===== src/rtl/pipe_ctrl.sv =====
// Pipeline stall controller with a divide sequencer (IDLE/BUSY/DONE), timeout abort
// and a saturating count of stalled cycles.
module pipe_ctrl #(
    parameter int DIV_TIMEOUT = 64,
    parameter int CNT_W       = 16
) (
    input  logic             clk,
    input  logic             rst,
    input  logic             stallreq_id,
    input  logic             stallreq_ex,
    input  logic             div_req,
    input  logic             div_ready,
    input  logic             flush,
    output logic [5:0]       stall,
    output logic             div_start,
    output logic             div_cancel,
    output logic             div_done,
    output logic             div_timeout,
    output logic [CNT_W-1:0] stall_cycles
);

    localparam int BCNT_W = (DIV_TIMEOUT > 2) ? $clog2(DIV_TIMEOUT) : 1;
    localparam logic [BCNT_W-1:0] BCNT_LAST = BCNT_W'(DIV_TIMEOUT - 1);

    localparam logic [5:0] STALL_NONE  = 6'b000000;
    localparam logic [5:0] STALL_TO_EX = 6'b001111;
    localparam logic [5:0] STALL_TO_ID = 6'b000111;

    typedef enum logic [1:0] {
        IDLE,
        BUSY,
        DONE
    } state_t;

    state_t            state;
    logic [BCNT_W-1:0] busy_cnt;

    // A flush kills every in-flight instruction, so nothing needs holding that cycle.
    always_comb begin
        stall = STALL_NONE;
        if (rst || flush) begin
            stall = STALL_NONE;
        end else if (stallreq_ex || (state == IDLE && div_req) || state == BUSY) begin
            stall = STALL_TO_EX;
        end else if (stallreq_id) begin
            stall = STALL_TO_ID;
        end
    end

    // NOTE: sequential state uses non-blocking assignments so every register samples
    // the pre-edge values, independent of statement order.
    always_ff @(posedge clk or posedge rst) begin
        if (rst) begin
            state       <= IDLE;
            busy_cnt    <= '0;
            div_start   <= 1'b0;
            div_cancel  <= 1'b0;
            div_done    <= 1'b0;
            div_timeout <= 1'b0;
        end else begin
            div_start   <= 1'b0;
            div_cancel  <= 1'b0;
            div_done    <= 1'b0;
            div_timeout <= 1'b0;
            case (state)
                IDLE: begin
                    if (div_req && !flush) begin
                        state     <= BUSY;
                        busy_cnt  <= '0;
                        div_start <= 1'b1;
                    end
                end
                BUSY: begin
                    // Flush beats div_ready, div_ready beats timeout.
                    if (flush) begin
                        state      <= IDLE;
                        div_cancel <= 1'b1;
                    end else if (div_ready) begin
                        state    <= DONE;
                        div_done <= 1'b1;
                    end else if (busy_cnt == BCNT_LAST) begin
                        state       <= IDLE;
                        div_cancel  <= 1'b1;
                        div_timeout <= 1'b1;
                    end else begin
                        busy_cnt <= busy_cnt + 1'b1;
                    end
                end
                DONE: begin
                    state <= IDLE;
                end
                default: begin
                    state <= IDLE;
                end
            endcase
        end
    end

    always_ff @(posedge clk or posedge rst) begin
        if (rst) begin
            stall_cycles <= '0;
        end else if (stall != STALL_NONE && stall_cycles != '1) begin
            stall_cycles <= stall_cycles + CNT_W'(1);
        end
    end

endmodule


===== config.mk =====
export PLATFORM = sky130hd
export DESIGN_NAME = pipe_ctrl
export DESIGN_NICKNAME = d
export VERILOG_FILES = /design/src/rtl/pipe_ctrl.sv
export SDC_FILE = /design/constraint.sdc
export NUM_CORES = 1
export LEC_CHECK = 0
export BUFFER_PORTS_ARGS = -buffer_cell sky130_fd_sc_hd__buf_2
export CORE_MARGIN = 4
export CORE_UTILIZATION = 52
export CTS_CLUSTER_SIZE = 10
export DETAILED_ROUTE_END_ITERATION = 6
export HOLD_SLACK_MARGIN = 0.05
export PLACE_DENSITY = 0.78
export SLEW_MARGIN = 15
export SYNTH_ARGS = -nofsm -noshare
export SYNTH_HDL_FRONTEND = slang
export SYNTH_SLANG_ARGS = --single-unit

===== constraint.sdc =====
create_clock -name clk -period 1.8 [get_ports clk]
set_clock_uncertainty 0.15 [all_clocks]
set_input_delay 0.09 -clock clk [delete_from_list [all_inputs] [get_ports clk]]
set_output_delay 0.09 -clock clk [all_outputs]
set_load 0.01 [all_outputs]

==> results of run 1 <==
## where the power goes
group	leakage, nW	internal [mW]	switching [mW]
logic	0.581	0.291	0.318
registers	0.367	0.728	0.0605
clock network	0.0210	0.124	0.184
## layout by cell type, fill, tap and decap left out, drive strengths merged, types with 5 or more instances in the layout
master	Yosys	routed
buf	5	58
dfrtp	28	28
xor2	17	17
nand3	12	12
nor4	10	10
nand2	8	8
nor2	5	5
## stage by stage
step / setup slack (ns) / total power [mW] / std cells / hold WS [ns]
after detailed placement: -0.346 / 1.38 / 204 / 0.0366
after floorplan: 0.0943 / 1.08 / 129 / 0.00541
after CTS: -0.0141 / 1.70 / 216 / 0.207
after global placement: -0.214 / 1.36 / 204 / 0.0250
final: 0.0106 / 1.70 / 218 / 0.197
after global routing: -0.0788 / 1.81 / 218 / 0.221
## path summary, 6_finish.rpt
path / startpoint / to / cells past startpoint
max: state[0]$_DFFE_PP0P_ / stall[0] / 5
min: rst / div_timeout$_DFF_PP0_ / 4
max reg2reg: stall_cycles[0]$_DFFE_PP0P_ / stall_cycles[7]$_DFFE_PP0P_ / 6
min reg2reg: busy_cnt[5]$_DFFE_PP0P_ / busy_cnt[5]$_DFFE_PP0P_ / 1
max in group asynchronous: rst / stall_cycles[6]$_DFFE_PP0P_ / 4
min in group clk: stallreq_id / stall_cycles[0]$_DFFE_PP0P_ / 5
## state kept, by name, summed over array words and instances, names as in the netlist
| signal | cells |
|---|---|
| div_start | 1 |
| div_done | 1 |
| div_cancel | 1 |
| stall_cycles | 16 |
| div_timeout | 1 |
| state | 2 |
| busy_cnt | 6 |
## area by class of cell
class	count	area (sq um)
timing repair buffer	62	413
inverter	4	15.0
multi-input combinational	90	671
fill	169	627
clock buffer	4	36.3
tap	30	37.5
sequential	28	701
## critical path, cell delays in order (launching register included)
cell	delay, ns
dfrtp_1	0.43
o21ba_4	0.24
o31ai_4	0.21
buf_12	0.17
inv_2	0.04
buf_2	0.13
## routing by layer
| metal | vias to the layer above | wire, um |
|---|---|---|
| li1 | 577 | - |
| met1 | 569 | 1280 |
| met2 | 21 | 1730 |
| met3 | 8 | 103 |
| met4 | 0 | 29 |
| met5 | - | 0 |
## cells by family after synthesis
kind of cell	count (synthesis)	synth area share, %
mux	2	1.53
buf+inv	11	5.05
simple gates	58	24.6
fa+ha+maj	2	1.80
xor+xnor	17	10.7
compound gates	9	5.50
flops	28	50.5
other cells	1	0.270
## timing repair
item	CTS	global route
hold buffers	4	0
pin swaps	1	1
endpoints found under the hold margin	34	0
buffers inserted	4	2
gates resized for setup	3	7
endpoints found under the setup margin	16	18
==> results by group, run 1 <==
Outcome
  • Status: completed

Floorplanning
  • Die area: 3560 sq um
  • DIE HEIGHT: 59.7 um
  • Die width: 59.7 um
  • Row count: 18
  • Starting Density: 55.5%
  • Top Ports: 33
  • Core ar.: 2500 sq um

Clocking
  • Clk Tree Root Cell: clkbuf_4
  • CTS buffer count: 3
  • CTS tree: done
  • Worst skew pair latency: 0.33 ns
  • Clock Tree Buf Depth: 2
  • CTS Sinks: 28
  • H-tree lvl count: 1
  • Worst-path clk slew: 0.15 ns

Timing
  • RSZ-0062 raised after global routing: yes
  • Shortest period the worst path allows: 1.79 ns
  • Max Fclk: 559 MHz
  • Final setup violation count: 0
  • Final Slew Violations: 0
  • Hold Fails Final Rpt: 0
  • Setup TNS: 0 ns
  • Share of the clock period used by the worst path: 99.4%

Placed design
  • Port bufs: 30
  • Hpwl dp: 2190 um
  • GPL Wtd Cong: 0.833
  • DP Area: 1700 sq um

Global routing
  • GR Util met3: 2.38%
  • Routing usage on met1: 22.8%
  • All-Layer GR Usage: 19.5%
  • Initial antenna violation count: 0
  • Overflow after GRT: 0
  • Met2 GRT Util: 35.3%
  • Largest net degree at the start of global routing: 29
  • First-pass GRT wire length: 5290 um
  • GRT busiest layer: met2
  • Number of global-route vias before repair: 1209

Logic synthesis
  • Most common cell in the netlist: dfrtp_1
  • Cell Area, Synth: 1390 sq um
  • Synth area leader: dfrtp_1
  • Cells after Synth: 128
  • Synth warn: 0
  • Area share of the largest cell type after synthesis: 50.5%
  • FF+latch count, synth: 28
  • Cell variety after synth: 31
  • Asr flop ratio synth: 100%
  • Ys flop type: dfrtp_1
  • Synth Area per Inst: 10.8 sq um
  • Post-synth EDFFs: 0
  • Largest cells by area after synthesis: dfrtp_1, xor2_1, nand3_1
  • Post-synth top cells: dfrtp_1, xor2_1, nand3_1
  • Sequential element share of the synthesized area: 50.5%

Critical path
  • Critical Path Source Type: register
  • WP data arrival: 1.55 ns
  • Crit path max fanout: 12
  • Path type of the worst setup path: reg2out
  • R2r setup slk: 0.05 ns
  • CP Capture Type: output pin
  • Worst path required time: 1.56 ns

Power
  • Worst-case vdd ir drop: 0.000718 V
  • Pwr Density: 910 nW/um^2
  • Leak pwr: 0.969 nW

Detailed routing
  • Routed vias: 1175
  • Total wire length: 3140 um
  • # DRC: 0
  • Initial DRC Count: 43
  • First drt pass iteration count: 4
  • DR vias/cell: 5.39
  • Wire length per cell: 14.4 um
  • DRT antenna net count: 0

Cells and area
  • Finished Cell Area: 1870 sq um
  • Synth-to-Final Area Change: 35.0%
  • Layout cells sized above 1: 38.8%
  • ANT cells: 0
  • Final core utilization: 74.9%
  • Layout Nets: 198

Min path
  • Worst min path class: in2async

Flow run
  • Max cap viols: 0
No activity file was read; power rests on OpenSTA's default activity.
==> run 2, diff against run 1 <==
--- a/config.mk
+++ b/config.mk
@@ -12,6 +12,7 @@
 export DETAILED_ROUTE_END_ITERATION = 6
 export HOLD_SLACK_MARGIN = 0.05
 export PLACE_DENSITY = 0.78
+export REMOVE_ABC_BUFFERS = 1
 export SLEW_MARGIN = 15
 export SYNTH_ARGS = -nofsm -noshare
 export SYNTH_HDL_FRONTEND = slang
==> constraint.sdc (replaced) <==
create_clock -name clk -period 1.7 [get_ports clk]
set_clock_uncertainty 0.15 [all_clocks]
set_input_delay 0.085 -clock clk [delete_from_list [all_inputs] [get_ports clk]]
set_output_delay 0.085 -clock clk [all_outputs]
set_load 0.01 [all_outputs]
==> run 2 against run 1 <==
Against the previous run: the flow now finishes with violations (negative setup slack); global-route usage grew 2.2 points; clock power shrank 9.1%; utilization grew 8.6 points; register-to-register slack lost 0.24 ns; flip-flop and latch count is the same; worst setup slack lost 0.20 ns; cell count grew 4.1%; critical path type is now reg2reg; total power grew 12%; critical path depth grew 1.
==> results by group, run 2 (synthesis results as in run 1) <==
Outcome
  • Status: finished, violations left
  • Failing checks: negative setup slack

Placed design
  • Port bufs: 30
  • DP Area: 1700 sq um
  • Hpwl dp: 2110 um
  • Dpl ws: -0.467 ns
  • GPL Wtd Cong: 0.828

Global routing
  • First-pass GRT wire length: 5740 um
  • Overflow after GRT: 0
  • Initial antenna violation count: 0
  • Largest net degree at the start of global routing: 29
  • Number of global-route vias before repair: 1219
  • All-Layer GR Usage: 21.7%

Cells and area
  • ANT cells: 0
  • Finished Cell Area: 2090 sq um
  • Synth-to-Final Area Change: 50.4%
  • Layout cells sized above 1: 48.7%
  • Layout Nets: 208
  • Most frequent cells in the layout: buf_4, buf_2, dfrtp_1, xor2_1
  • Number of flip-flops in the largest register: 16
  • Largest reg by FF count: stall_cycles
  • Final core utilization: 83.5%
  • Top Registers: stall_cycles x16, busy_cnt x6, state x2
  • Most common cell after layout, fill and taps aside: buf_4
  • Fillcell total: 142

Timing
  • Share of the clock period used by the worst path: 111%
  • Shortest period the worst path allows: 1.89 ns
  • Hold Fails Final Rpt: 0
  • Max Fclk: 528 MHz
  • Final setup violation count: 14
  • Setup TNS: -1.49 ns
  • Final Slew Violations: 0
  • RSZ-0062 raised after global routing: yes
  • Final worst slack: -0.194 ns

Floorplanning
  • Starting Density: 55.5%
  • Die area: 3560 sq um
  • Row count: 18
  • Core ar.: 2500 sq um
  • DIE HEIGHT: 59.7 um
  • Die width: 59.7 um
  • Top Ports: 33

Clocking
  • Worst skew pair latency: 0.33 ns
  • CTS buffer count: 3
  • Clk Tree Root Cell: clkbuf_4
  • CTS Sinks: 28
  • H-tree lvl count: 1
  • Clock Tree Buf Depth: 2
  • CTS tree: done
  • Worst-path clk slew: 0.15 ns

Detailed routing
  • Initial DRC Count: 79
  • Wire length per cell: 18.8 um
  • DR vias/cell: 5.77
  • DRT antenna net count: 0
  • Routed vias: 1310
  • First drt pass iteration count: 4
  • # DRC: 0
  • Total wire length: 4270 um

Flow run
  • Max cap viols: 0

Critical path
  • Critical Path Source Type: register
  • Crit path max fanout: 6
  • Path type of the worst setup path: reg2reg
  • CP Capture Type: register
  • R2r setup slk: -0.19 ns
  • Worst path required time: 1.81 ns
  • WP data arrival: 2.01 ns

Power
  • Overall power: 1.91 mW
  • Worst-case vdd ir drop: 0.000824 V
  • Pwr Density: 915 nW/um^2
  • Leak pwr: 1.04 nW

Min path
  • Worst min path class: in2reg
run 2: changes by cell type in the layout (fill, tap and decap cells not counted), moves of 2 or more:
cell / previous run / this run
buf_4: 27 / 31
buf_6: 0 / 4
nand3_1: 12 / 8
nand3_2: 0 / 4
nor3_1: 4 / 2
nor3b_1: 2 / 0
nor3b_4: 0 / 2
nor4_1: 5 / 3
nor4_4: 1 / 3
run 2: area by class of cell:
| class | count | area (sq um) | area share (%) |
|---|---|---|---|
| multi-input cells | 90 | 783 | 37.5 |
| flip-flops and latches | 28 | 701 | 33.6 |
| repair buffers | 72 | 528 | 25.3 |
| well taps | 30 | 37.5 | 1.80 |
| clock buffers | 3 | 22.5 | 1.08 |
| inverters | 4 | 15.0 | 0.719 |
run 2: metrics by stage:
step,cells,hold WS [ns]
floorplan,122,0.000413
global placement,204,0.0164
detailed placement,204,0.0263
CTS,217,0.0688
global route,227,0.0398
finish,227,0.0497
run 2: timing repair:
action | CTS | global route
pin swaps | 3 | 11
gates resized for setup | 11 | 25
setup buffers | 7 | 8
hold buffers | 3 | 1
gates cloned | 0 | 1
endpoints found under the setup margin | 19 | 24
endpoints found under the hold margin | 33 | 2
run 2: worst max-delay path: stages (launching register included):
cell       delay (ns)
dfrtp_1          0.47
o21ba_4          0.27
o31ai_4          0.07
buf_4            0.16
clkbuf_16        0.15
nor4_1           0.36
xor2_1           0.19
run 2: final timing paths:
path | to | cells after the start | from
setup / recovery | stall_cycles[10]$_DFFE_PP0P_ | 6 | state[1]$_DFFE_PP0P_
hold / removal | state[0]$_DFFE_PP0P_ | 4 | flush
setup reg to reg | stall_cycles[10]$_DFFE_PP0P_ | 6 | state[1]$_DFFE_PP0P_
hold reg to reg | busy_cnt[5]$_DFFE_PP0P_ | 1 | busy_cnt[5]$_DFFE_PP0P_
max in group asynchronous | stall_cycles[2]$_DFFE_PP0P_ | 4 | rst
min in group asynchronous | stall_cycles[11]$_DFFE_PP0P_ | 4 | rst
run 2: layer usage:
| metal | part of all wire (%) | track usage, % | up-vias | routed length [um] |
|---|---|---|---|---|
| met3 | 4.8 | 3.02 | 18 | 203 |
| li1 | - | - | 594 | - |
| met2 | 48 | 35.2 | 55 | 2050 |
| met5 | 0 | 0 | - | 0 |
| met4 | 4.5 | 10.8 | 0 | 192 |
| met1 | 43 | 28.3 | 643 | 1820 |
run 2: report_power, final:
part	internal (mW)	switching, mW
logic	0.368	0.413
registers	0.771	0.0783
clock network	0.0834	0.196
